## src/rtl/mem_stage_ld_pkg.sv

```systemverilog
// Shared definitions for the load/store MEM stage: load opcodes, FSM states
// and the bit positions of fields on the EX->MEM and MEM->WB buses.
package mem_stage_ld_pkg;

    localparam logic [2:0] LD_B    = 3'b000;
    localparam logic [2:0] LD_H    = 3'b001;
    localparam logic [2:0] LD_W    = 3'b010;
    localparam logic [2:0] LD_D    = 3'b011;
    localparam logic [2:0] LD_BU   = 3'b100;
    localparam logic [2:0] LD_HU   = 3'b101;
    localparam logic [2:0] LD_WU   = 3'b110;
    localparam logic [2:0] LD_FULL = 3'b111;

    typedef enum logic [1:0] {
        ST_EMPTY = 2'd0,
        ST_WAIT  = 2'd1,
        ST_DONE  = 2'd2
    } ms_state_e;

    // Control bits sit above {dest, alu_result, pc}; these are relative to that base.
    localparam int ES_GR_WE        = 0;
    localparam int ES_RES_FROM_MEM = 1;
    localparam int ES_MEM_REQ      = 2;
    localparam int ES_LD_OP        = 3;

    function automatic int es_alu_lsb(input int pc_w);
        return pc_w;
    endfunction

    function automatic int es_dest_lsb(input int data_w, input int pc_w);
        return pc_w + data_w;
    endfunction

    function automatic int es_ctrl_lsb(input int dest_w, input int data_w, input int pc_w);
        return pc_w + data_w + dest_w;
    endfunction

    function automatic int ws_result_lsb(input int pc_w);
        return pc_w;
    endfunction

    function automatic int ws_dest_lsb(input int data_w, input int pc_w);
        return pc_w + data_w;
    endfunction

    function automatic int ws_gr_we_bit(input int dest_w, input int data_w, input int pc_w);
        return pc_w + data_w + dest_w;
    endfunction

endpackage

```

## src/rtl/mem_stage_ld_load_align.sv

```systemverilog
// Byte-lane alignment and sign/zero extension of a raw data-sram read word.
module load_align
    import mem_stage_ld_pkg::*;
#(
    parameter int DATA_W = 32
) (
    input  logic [DATA_W-1:0]             rdata,
    input  logic [$clog2(DATA_W/8)-1:0]   offset,
    input  logic [2:0]                    ld_op,
    output logic [DATA_W-1:0]             result
);

    logic [DATA_W-1:0] shifted;
    logic [DATA_W-1:0] sext8;
    logic [DATA_W-1:0] sext16;
    logic [DATA_W-1:0] zext8;
    logic [DATA_W-1:0] zext16;
    logic [DATA_W-1:0] sext32;
    logic [DATA_W-1:0] zext32;

    assign shifted = rdata >> {offset, 3'b000};
    assign sext8   = {{(DATA_W-8){shifted[7]}}, shifted[7:0]};
    assign sext16  = {{(DATA_W-16){shifted[15]}}, shifted[15:0]};
    assign zext8   = {{(DATA_W-8){1'b0}}, shifted[7:0]};
    assign zext16  = {{(DATA_W-16){1'b0}}, shifted[15:0]};

    // On a 32-bit datapath a word already fills the result, so W/WU/D collapse.
    generate
        if (DATA_W > 32) begin : g_wide
            assign sext32 = {{(DATA_W-32){shifted[31]}}, shifted[31:0]};
            assign zext32 = {{(DATA_W-32){1'b0}}, shifted[31:0]};
        end else begin : g_narrow
            assign sext32 = shifted;
            assign zext32 = shifted;
        end
    endgenerate

    always_comb begin
        result = shifted;
        case (ld_op)
            LD_B:    result = sext8;
            LD_H:    result = sext16;
            LD_W:    result = sext32;
            LD_D:    result = (DATA_W > 32) ? shifted : sext32;
            LD_BU:   result = zext8;
            LD_HU:   result = zext16;
            LD_WU:   result = zext32;
            default: result = shifted;
        endcase
    end

endmodule

```

## src/rtl/mem_stage_ld.sv

```systemverilog
// MEM stage: holds one instruction, waits for its data-sram response and
// discards stale responses left over from flushed requests.
module mem_stage_ld
    import mem_stage_ld_pkg::*;
#(
    parameter int DATA_W  = 32,
    parameter int PC_W    = 32,
    parameter int DEST_W  = 5,
    parameter int MAX_OUT = 2
) (
    input  logic                               clk,
    input  logic                               reset,
    input  logic                               ws_allowin,
    output logic                               ms_allowin,
    input  logic                               es_to_ms_valid,
    input  logic [6+DEST_W+DATA_W+PC_W-1:0]    es_to_ms_bus,
    output logic                               ms_to_ws_valid,
    output logic [1+DEST_W+DATA_W+PC_W-1:0]    ms_to_ws_bus,
    input  logic                               flush,
    input  logic                               es_req_inflight,
    input  logic                               data_sram_data_ok,
    input  logic [DATA_W-1:0]                  data_sram_rdata,
    output logic [2+DEST_W+DATA_W-1:0]         ms_fwd_bus
);

    localparam int OFS_W    = $clog2(DATA_W/8);
    localparam int CNT_W    = $clog2(MAX_OUT+1);
    localparam int ALU_LSB  = es_alu_lsb(PC_W);
    localparam int DEST_LSB = es_dest_lsb(DATA_W, PC_W);
    localparam int CTRL_LSB = es_ctrl_lsb(DEST_W, DATA_W, PC_W);

    ms_state_e          state;
    logic [CNT_W-1:0]   disc_cnt;
    logic [CNT_W-1:0]   disc_next;
    int                 disc_sum;

    logic [2:0]         ld_op_r;
    logic               res_from_mem_r;
    logic               gr_we_r;
    logic [DEST_W-1:0]  dest_r;
    logic [DATA_W-1:0]  alu_result_r;
    logic [PC_W-1:0]    pc_r;
    logic [DATA_W-1:0]  rdata_r;

    logic               accept;
    logic               in_mem_req;
    logic               consume;
    logic [DATA_W-1:0]  load_data;
    logic [DATA_W-1:0]  final_result;
    logic               fwd_valid;
    logic               ld_pending;

    assign in_mem_req = es_to_ms_bus[CTRL_LSB + ES_MEM_REQ];
    assign ms_allowin = !flush && ((state == ST_EMPTY) || ((state == ST_DONE) && ws_allowin));
    assign accept     = es_to_ms_valid && ms_allowin;
    assign consume    = (state == ST_WAIT) && (disc_cnt == '0) && data_sram_data_ok;

    // Every data_ok retires one outstanding request, so during a flush it always
    // offsets the requests being abandoned; otherwise only stale ones count down.
    always_comb begin
        disc_sum = int'(disc_cnt);
        if (flush) begin
            disc_sum = disc_sum + int'(state == ST_WAIT) + int'(es_req_inflight);
        end
        if (data_sram_data_ok && (flush || !consume)) begin
            disc_sum = disc_sum - 1;
        end
        if (disc_sum < 0) begin
            disc_sum = 0;
        end else if (disc_sum > MAX_OUT) begin
            disc_sum = MAX_OUT;
        end
        disc_next = CNT_W'(disc_sum);
    end

    always_ff @(posedge clk) begin
        if (reset) begin
            state    <= ST_EMPTY;
            disc_cnt <= '0;
        end else begin
            disc_cnt <= disc_next;
            if (flush) begin
                state <= ST_EMPTY;
            end else begin
                case (state)
                    ST_EMPTY: begin
                        if (accept) state <= in_mem_req ? ST_WAIT : ST_DONE;
                    end
                    ST_WAIT: begin
                        if (consume) state <= ST_DONE;
                    end
                    ST_DONE: begin
                        if (accept)          state <= in_mem_req ? ST_WAIT : ST_DONE;
                        else if (ws_allowin) state <= ST_EMPTY;
                    end
                    default: state <= ST_EMPTY;
                endcase
            end
        end
    end

    // Payload registers carry no reset; they are only observed while state says valid.
    always_ff @(posedge clk) begin
        if (accept) begin
            ld_op_r        <= es_to_ms_bus[CTRL_LSB + ES_LD_OP +: 3];
            res_from_mem_r <= es_to_ms_bus[CTRL_LSB + ES_RES_FROM_MEM];
            gr_we_r        <= es_to_ms_bus[CTRL_LSB + ES_GR_WE];
            dest_r         <= es_to_ms_bus[DEST_LSB +: DEST_W];
            alu_result_r   <= es_to_ms_bus[ALU_LSB +: DATA_W];
            pc_r           <= es_to_ms_bus[PC_W-1:0];
        end
        if (consume) begin
            rdata_r <= data_sram_rdata;
        end
    end

    load_align #(
        .DATA_W (DATA_W)
    ) u_load_align (
        .rdata  (rdata_r),
        .offset (alu_result_r[OFS_W-1:0]),
        .ld_op  (ld_op_r),
        .result (load_data)
    );

    assign final_result   = res_from_mem_r ? load_data : alu_result_r;
    assign ms_to_ws_valid = (state == ST_DONE) && !flush;
    assign ms_to_ws_bus   = {gr_we_r, dest_r, final_result, pc_r};

    assign fwd_valid  = (state != ST_EMPTY) && gr_we_r;
    assign ld_pending = (state == ST_WAIT) && res_from_mem_r;
    assign ms_fwd_bus = {fwd_valid, ld_pending, dest_r, final_result};

endmodule

```

## config.mk

```make
export PLATFORM = sky130hd
export DESIGN_NAME = mem_stage_ld
export DESIGN_NICKNAME = d
export VERILOG_FILES = /design/src/rtl/mem_stage_ld_pkg.sv /design/src/rtl/mem_stage_ld_load_align.sv /design/src/rtl/mem_stage_ld.sv
export SDC_FILE = /design/constraint.sdc
export NUM_CORES = 1
export LEC_CHECK = 0
export ABC_CLOCK_PERIOD_IN_PS = 3220
export CAP_MARGIN = 20
export CORE_MARGIN = 2
export CORE_UTILIZATION = 35
export CTS_CLUSTER_DIAMETER = 50
export CTS_CLUSTER_SIZE = 14
export DETAILED_ROUTE_END_ITERATION = 6
export HOLD_SLACK_MARGIN = 0.03
export PLACE_DENSITY = 0.77
export SLEW_MARGIN = 40
export SYNTH_ARGS = -nofsm -noshare
export SYNTH_HDL_FRONTEND = slang
export SYNTH_SLANG_ARGS = --single-unit
export TNS_END_PERCENT = 1
```

## constraint.sdc

```tcl
create_clock -name clk -period 3.22 [get_ports clk]
set_clock_uncertainty 0.2 [all_clocks]
set_input_delay 0.644 -clock clk [delete_from_list [all_inputs] [get_ports clk]]
set_output_delay 0.644 -clock clk [all_outputs]
set_load 0.05 [all_outputs]
```

==> results.txt, run 1 <==
status: complete, no violations
Final Hold Vio Count: 0
CTS buffer count: 9
routed via count: 3452
Max FO, Critical Path: 16
post-route antenna net violation count: 0
total grt overflow: 0
IO Count: 225
per-cell routed wire length: 18.6 um
RSZ-0062 raised after global routing: true
Synth Area in Compound Gates: 8.31%
HP Class: reg2reg
chip height: 122 um
CP required: 2380 ps
core area: 13800 um2
Post-CTS Setup Bufs: 0
clk_lat worst skew: 350 ps
maximum clock frequency: 312 MHz
period utilization: 99.4%
post-synthesis simple-gate area fraction: 8.84%
drt first pass iters: 5
1st-iter DRT viols: 190
largest family of logic cells by synthesized area: simple AND/OR/NAND/NOR gates
# rows: 43
Yosys cell types: 44
fin. max-slew vios: 0
layout cells sized above 1: 23.7%
Syn Inst Count: 339
Placer Congestion: 0.766
Mean Syn Cell Area: 14.4 um2
clk sinks: 110
grt met1 use: 19.2%
Post-Synth XOR/XNOR Area: 0.179%
first-pass GRT wire length: 19.8 mm
DR DRC count: 0
syn_nets: 457
multiplexer area fraction after synthesis: 6.06%
Pwr Density: 474 nW/um2
nets@finish: 644
final WL: 13.2 mm
Vias/cell: 4.85
CTS H-tree depth: 3
met2 Track Usage GR: 30.9%
placed cells: 695
Die X-Extent: 122 um
Initial Utilization: 35.5%
largest net degree at the start of global routing: 47
Tmin final: 3200 ps
Final setup viols: 0
Port-buffer cells: 224
leakage power: 0.00293 uW
global routing's busiest layer: met2
final core utilization: 57.9%
max cap viols: 0
sequential area share after synthesis: 66.7%
CTS root buffer: clkbuf_16
DPL Wire Length: 10.1 mm
VDD IR-drop max: 0.383 mV
adder-cell share of the synthesized area: 1.18%
ys async rst share: 0%
cell area after synthesis: 4890 um2
GR Util met3: 7.57%
Max-slew headroom: 64.4%
CTS Buffer Depth: 2
CTS tree: yes
Synth Flop Type: edfxtp_1
Finished Layout Cells: 712
vias in the first global route: 3705
Area growth, synth to finish: 63.0%
WP data arrival: 2360 ps
CTS clk-pin slew, worst paths: 80 ps
Die ar.: 14900 um2
crit end category: output pin
Yosys reg bits: 110
WS Path Type: reg2out
nature of the critical path startpoint: flip-flop
total global routing track utilization: 17.8%
number of synthesized flops with an enable pin: 106
initial antenna violation count: 1
warnings from Yosys: 0
slew of the pin with the lowest slew margin: 518 ps
==> layer usage <==
metal | wire [um] | part of all wire [%]
met1 | 4870 | 37
met5 | 0 | 0
met2 | 6960 | 53
met4 | 201 | 1.5
met3 | 1210 | 9.1
==> sequential cells by signal, indices dropped and copies added, names as in the netlist <==
register,flops
rdata_r,32
res_from_mem_r,1
state,2
disc_cnt,2
ld_op_r,3
pc_r,32
dest_r,5
gr_we_r,1
alu_result_r,32
==> cells in the final DEF (no fill, tap or decap), types with 2 or more instances in the layout <==
cell type | Yosys | layout
nand3b_1 | 6 | 6
inv_1 | 10 | 10
edfxtp_1 | 106 | 106
nor2b_1 | 16 | 16
nand2_1 | 6 | 6
or2_2 | 7 | 7
nor2_1 | 10 | 9
bufinv_16 | 0 | 2
ha_1 | 3 | 3
inv_8 | 0 | 3
nand2_2 | 7 | 7
o22a_1 | 7 | 7
o221ai_1 | 6 | 5
o221ai_2 | 2 | 3
clkbuf_16 | 0 | 9
nor3_1 | 5 | 4
a211oi_1 | 7 | 7
buf_12 | 0 | 59
a31oi_1 | 9 | 9
clkdlybuf4s50_1 | 0 | 158
o21ai_0 | 2 | 2
a21oi_1 | 17 | 17
mux2i_1 | 18 | 18
dfxtp_1 | 4 | 4
buf_4 | 41 | 15
nand2b_1 | 3 | 3
mux2_2 | 9 | 9
nor3b_1 | 2 | 2
o21a_1 | 2 | 2
==> logic make-up after synthesis <==
family                     Yosys count
adders and majority gates            4
and+or+nand+nor                     72
DFF                                110
AOI/OAI and AO/OA                   57
muxes                               28
xor gates and xnor gates             1
buffers and inverters               67
==> cells in the mapped netlist (3+ instances only) <==
cell | count | area share (%)
edfxtp_1 | 106 | 65
buf_4 | 41 | 6.3
mux2i_1 | 18 | 3.7
a21oi_1 | 17 | 1.7
nor2b_1 | 16 | 2.0
inv_1 | 10 | 0.77
nor2_1 | 10 | 0.77
a31oi_1 | 9 | 1.2
mux2_2 | 9 | 2.1
a211oi_1 | 7 | 1.1
buf_2 | 7 | 0.72
nand2_2 | 7 | 0.89
o22a_1 | 7 | 1.3
or2_2 | 7 | 0.89
nand2_1 | 6 | 0.46
nand3b_1 | 6 | 0.92
o221ai_1 | 6 | 1.1
clkbuf_1 | 5 | 0.38
nor3_1 | 5 | 0.51
dfxtp_1 | 4 | 1.6
ha_1 | 3 | 0.77
nand2b_1 | 3 | 0.38
==> worst paths after layout <==
check / startpoint / end / slack [ps] / depth (start not counted)
hold / removal: state[0] / state[0] / 420 / 2
setup reg to reg: state[0] / disc_cnt[0] / 630 / 9
hold reg to reg: state[0] / state[0] / 420 / 2
setup / recovery: alu_result_r[0] / ms_to_ws_bus[52] / 20 / 5
==> critical path, stage by stage, from the launching register on <==
cell,delay (ps)
edfxtp_1,530
xnor2_1,230
nor2_1,60
or4_4,690
o221ai_1,280
buf_12,210
==> through the flow <==
step | TNS [ps] | hold WS (ps) | instance area [um2] | worst slack, ps | power [uW]
detailed placement | 0 | 406 | 7620 | 148 | 2580
floorplan | 0 | 363 | 4900 | 43.0 | 2150
CTS | 0 | 417 | 7970 | 14.0 | 3830
global route | -510 | 473 | 7980 | -62.4 | 3910
finish | 0 | 417 | 7980 | 19.7 | 3780
global placement | 0 | 399 | 7620 | 236 | 2560
==> report_power, final <==
part / total (uW) / switching (uW) / internal [uW]
clock: 1240 / 538 / 703
combinational: 890 / 478 / 413
sequential: 1650 / 24.4 / 1630
==> cell type report <==
cell class | count | area (um2)
fillers | 1093 | 5790
flip-flops and latches | 110 | 3260
repair buffers | 233 | 2890
multi-input cells | 162 | 1230
clock buffers | 9 | 225
well taps | 180 | 225
clock inverters | 7 | 111
inverters | 10 | 37.5
diodes | 1 | 2.50
==> what timing repair did <==
action / in CTS / in global routing
endpoints found under the hold margin: 0 / 0
gates resized for setup: 2 / 2
setup endpoints to repair: 18 / 26
hold buffers: 0 / 0
Power figures use the tool's default switching activity.
==> run 2, diff against run 1 <==
- ABC_CLOCK_PERIOD_IN_PS: 3220 -> not set
- MAX_ROUTING_LAYER: not set -> met4
- SYNTH_HIERARCHICAL: not set -> 1
==> run 2 against run 1 <==
Compared with the run above:
- critical path depth up 3
- area after synthesis grew 1.9%
- die area up 1.9%
- clock-buffer cell count did not move
- sequential share of layout area is 1.0 points higher
- utilization shrank 1.9 points
- cell area down 2.4%
- worst hold slack improved by 47 ps
- routed wire length decreased by 0.31%
==> results.txt, run 2 <==
sequential area share after synthesis: 65.4%
top cells by area, synth: edfxtp_1, mux2_2, buf_4
status: complete, no violations
clk_lat worst skew: 350 ps
Pwr Density: 462 nW/um2
DPL Wire Length: 9.63 mm
Initial Utilization: 35.9%
WP data arrival: 2360 ps
most frequent cells in the layout: clkdlybuf4s50_1, edfxtp_1, buf_4
DR DRC count: 0
Yosys reg bits: 110
largest net degree at the start of global routing: 75
Tmin final: 3210 ps
slew of the pin with the lowest slew margin: 531 ps
VDD IR-drop max: 0.297 mV
Mean Syn Cell Area: 14.5 um2
CTS clk-pin slew, worst paths: 80 ps
setup tns final: 0 ps
WS Path Type: reg2out
core area: 13900 um2
Die ar.: 15200 um2
Final setup viols: 0
clk sinks: 110
CTS root buffer: clkbuf_16
per-cell routed wire length: 18.1 um
CP required: 2380 ps
top flop regs: alu_result_r (32), pc_r (32), rdata_r (32)
IO Count: 225
nature of the critical path startpoint: flip-flop
Max FO, Critical Path: 7
Synth Flop Type: edfxtp_1
maximum clock frequency: 312 MHz
CTS Buffer Depth: 2
ys async rst share: 0%
Port-buffer cells: 224
drt first pass iters: 4
fin. max-slew vios: 0
total grt overflow: 0
Area growth, synth to finish: 56.1%
layout cells sized above 1: 28.2%
warnings from Yosys: 6
post-synth top area share: 63.8%
HP Class: reg2reg
1st-iter DRT viols: 210
nets@finish: 663
worst hold path stage count: 2
RSZ-0062 raised after global routing: true
Final Hold Vio Count: 0
most frequent cells after synthesis: edfxtp_1, buf_4, mux2_2
routed via count: 3442
initial antenna violation count: 0
max cap viols: 0
vias in the first global route: 3597
syn_nets: 462
most frequent cell after synthesis: edfxtp_1
crit end category: output pin
period utilization: 99.6%
ANT cells: 0
Yosys cell types: 40
CTS buffer count: 9
chip height: 123 um
Vias/cell: 4.72
cell area after synthesis: 4990 um2
Die X-Extent: 123 um
total global routing track utilization: 17.4%
number of synthesized flops with an enable pin: 106
most common cell after layout, fill and taps aside: clkdlybuf4s50_1
# rows: 43
Max-slew headroom: 64.5%
Finished Layout Cells: 730
post-route antenna net violation count: 0
Worst R2R Path Depth: 10
Design Power: 3600 uW
final WL: 13.2 mm
leakage power: 0.00291 uW
Syn Inst Count: 344
dominant cell type by area after synthesis: edfxtp_1
Placer Congestion: 0.788
placed cells: 703
first-pass GRT wire length: 18.7 mm
CTS tree: yes
CTS H-tree depth: 3
## run 2: final cells by class
cell class | count | area (um2)
multi-input combinational | 175 | 1430
inverter | 5 | 18.8
timing repair buffer | 244 | 2560
clock buffer | 9 | 225
tap | 180 | 225
sequential | 110 | 3260
fill | 1150 | 6100
clock inverter | 7 | 67.6
## run 2: kinds of logic (layout without fill, tap and decap cells)
| logic type | count (synthesis) | in the layout | share of synthesized area (%) |
|---|---|---|---|
| mux | 53 | 53 | 11.5 |
| simple gates | 71 | 71 | 7.22 |
| buf+inv | 60 | 265 | 8.20 |
| fa+ha+maj | 4 | 4 | 1.15 |
| flops | 110 | 110 | 65.4 |
| compound gates | 46 | 47 | 6.55 |
## run 2: what timing repair did
item | in CTS | in global routing
setup buffers | 0 | 10
resized for setup | 5 | 51
hold buffers | 0 | 0
pin swaps | 1 | 5
hold endpoints to repair | 0 | 0
setup endpoints to repair | 36 | 50
cloned | 0 | 1
## run 2: power by group
part           leakage, uW  switching [uW]  internal, uW  total (uW)
Clock             0.000140             540           545        1080
Combinational      0.00175             489           372         861
Sequential         0.00101            21.7          1630        1650
Total              0.00291            1050          2550        3600
## run 2: worst max-delay path, stage by stage (launching register included)
cell      delay, ps
edfxtp_1        490
buf_6           150
mux2i_4         240
nand3b_1        250
o211ai_4        210
buf_6           170
nand2_1          50
mux2_2          290
buf_6           160
## run 2: layer usage
| metal | track usage [%] | wire length (um) |
|---|---|---|
| met2 | 28.4 | 6570 |
| met5 | - | 0 |
| met3 | 5.17 | 1100 |
| met4 | 8.10 | 425 |
| met1 | 19.7 | 5110 |
## run 2: stage by stage
stage	cell area, um2	util (%)	worst slack (ps)	hold slack (ps)
floorplan	4990	-	6.31	395
global placement	7180	51.7	49.4	432
detailed placement	7180	51.7	-58.5	446
CTS	7500	54.0	-17.4	464
global route	7780	56.1	-65.1	565
finish	7780	56.1	12.2	465
## run 2: path summary, 6_finish.rpt
path	from	end	slack, ps
min	state[1]	state[0]	460
max	alu_result_r[0]	ms_to_ws_bus[62]	10
max reg2reg	state[0]	disc_cnt[0]	320
min reg2reg	state[1]	state[0]	460
==> run 3, diff against run 2 <==
- PLACE_DENSITY: 0.77 -> 0.71
==> run 3 against run 2 <==
Compared with the run above:
- sequential share of layout area increased by 1.3 points
- clock power about the same
- critical endpoint is now ms_to_ws_bus[46]
- via count decreased by 0.46%
- die area unchanged
- the flow now finishes with violations (setup timing)
- flip-flop and latch count unchanged
- non-clock buffer count decreased by 5
- largest cell class unchanged
- critical path type unchanged
- critical path depth decreased by 2
- global-route usage increased by 0.14 points
==> results.txt, run 3 (synthesized netlist as in run 2, its figures left out) <==
status: finished with violations
failing checks: setup timing
Final setup viols: 11
period utilization: 101%
routed via count: 3426
dpl ws: -63.5 ps
initial antenna violation count: 0
VDD IR-drop max: 0.285 mV
1st-iter DRT viols: 148
Final Hold Vio Count: 0
final WL: 12.8 mm
ANT cells: 0
Max FO, Critical Path: 8
RSZ-0062 raised after global routing: true
final core utilization: 54.4%
CP max-delay cell: edfxtp_1
IO Count: 225
CTS tree: yes
most common cell after layout, fill and taps aside: clkdlybuf4s50_1
drt first pass iters: 4
Die ar.: 15200 um2
DP Area: 7150 um2
CTS root buffer: clkbuf_16
CP peak stage delay: 530 ps
per-cell routed wire length: 17.7 um
CTS H-tree depth: 3
Area growth, synth to finish: 51.4%
Placer Congestion: 0.825
nets@finish: 657
cells along the critical path: mux2i_2, mux2i_1, a21boi_4, nor2_1, mux2_2, buf_4
total grt overflow: 0
CTS clk-pin slew, worst paths: 70 ps
Buffers & Inverters on Critical Path: 1
Design Area, Final: 7550 um2
hold-fix buffer count after cts: 0
top flop regs: alu_result_r (32), pc_r (32), rdata_r (32)
largest net degree at the start of global routing: 40
total global routing track utilization: 17.6%
Pwr Density: 469 nW/um2
nature of the critical path startpoint: flip-flop
slew of the pin with the lowest slew margin: 545 ps
Initial Utilization: 35.9%
final worst slack: -32.2 ps
leakage power: 0.00282 uW
DR DRC count: 0
crit end category: output pin
CTS buffer count: 9
CTS Buffer Depth: 2
DPL Wire Length: 9.90 mm
CP required: 2380 ps
# rows: 43
first-pass GRT wire length: 19.0 mm
vias in the first global route: 3553
setup tns final: -200 ps
fin. max-slew vios: 0
WS Path Type: reg2out
max cap viols: 0
post-route antenna net violation count: 0
HP Class: reg2reg
layout cells sized above 1: 26.7%
CP top delay family: multiplexers
Vias/cell: 4.73
chip height: 123 um
Port-buffer cells: 224
maximum clock frequency: 307 MHz
most frequent cells in the layout: clkdlybuf4s50_1, edfxtp_1, buf_4
core area: 13900 um2
clk_lat worst skew: 350 ps
WP data arrival: 2410 ps
Die X-Extent: 123 um
fillcell total: 1163
Max-slew headroom: 63.5%
clk sinks: 110
Tmin final: 3250 ps
[run 3: cell types whose count changed in the layout (fill, tap and decap cells not counted), sizes merged]
cell	previous run	this run
o211ai	2	1
buf	87	82
clkbuf	9	10
clkinv	3	1
inv	8	9
[run 3: tightest hold or removal path, cell delays in order (launching register included)]
cell	delay (ps)
dfxtp_1	370
a21oi_1	160
o21ba_2	130
[run 3: worst paths after layout]
kind	slack (ps)	cells after the start	from	endpoint
setup / recovery	-30	6	alu_result_r[0]	ms_to_ws_bus[46]
setup reg to reg	450	10	state[1]	disc_cnt[0]
hold reg to reg	480	2	state[1]	state[0]
hold / removal	480	2	state[1]	state[0]
[run 3: power by group]
part | internal (uW) | leakage [uW] | total [uW] | switching [uW]
Clock | 539 | 0.000134 | 1070 | 529
Combinational | 346 | 0.00167 | 824 | 478
Sequential | 1630 | 0.00101 | 1650 | 22.3
Total | 2510 | 0.00282 | 3540 | 1030
[run 3: routing by layer]
metal / share of wire [%] / routed length, um / track usage (%)
met2: 50 / 6480 / 29.6
met1: 38 / 4940 / 19.1
met4: 1.8 / 226 / 6.32
met5: 0 / 0 / -
met3: 9.3 / 1200 / 6.18
[run 3: area by class of cell]
cell class                 count  area (um2)  share of cell area [%]
inverter                       5        18.8                   0.249
multi-input combinational    174        1360                    18.0
sequential                   110        3260                    43.2
clock buffer                  10         229                    3.03
timing repair buffer         239        2410                    31.9
tap                          180         225                    2.98
clock inverter                 6        51.3                   0.679
[run 3: stage by stage]
step	hold slack, ps	total power (uW)	cells
5_1_grt	512	3670	724
6_report	483	3540	724
3_5_place_dp	465	2490	703
2_1_floorplan	395	2180	344
3_3_place_gp	441	2480	703
4_1_cts	482	3570	723
[run 3: timing repair]
| action | CTS | global route |
|---|---|---|
| endpoints found under the setup margin | 52 | 52 |
| resized for setup | 4 | 13 |
| pin swaps | 2 | 0 |
| buffers inserted | 4 | 1 |
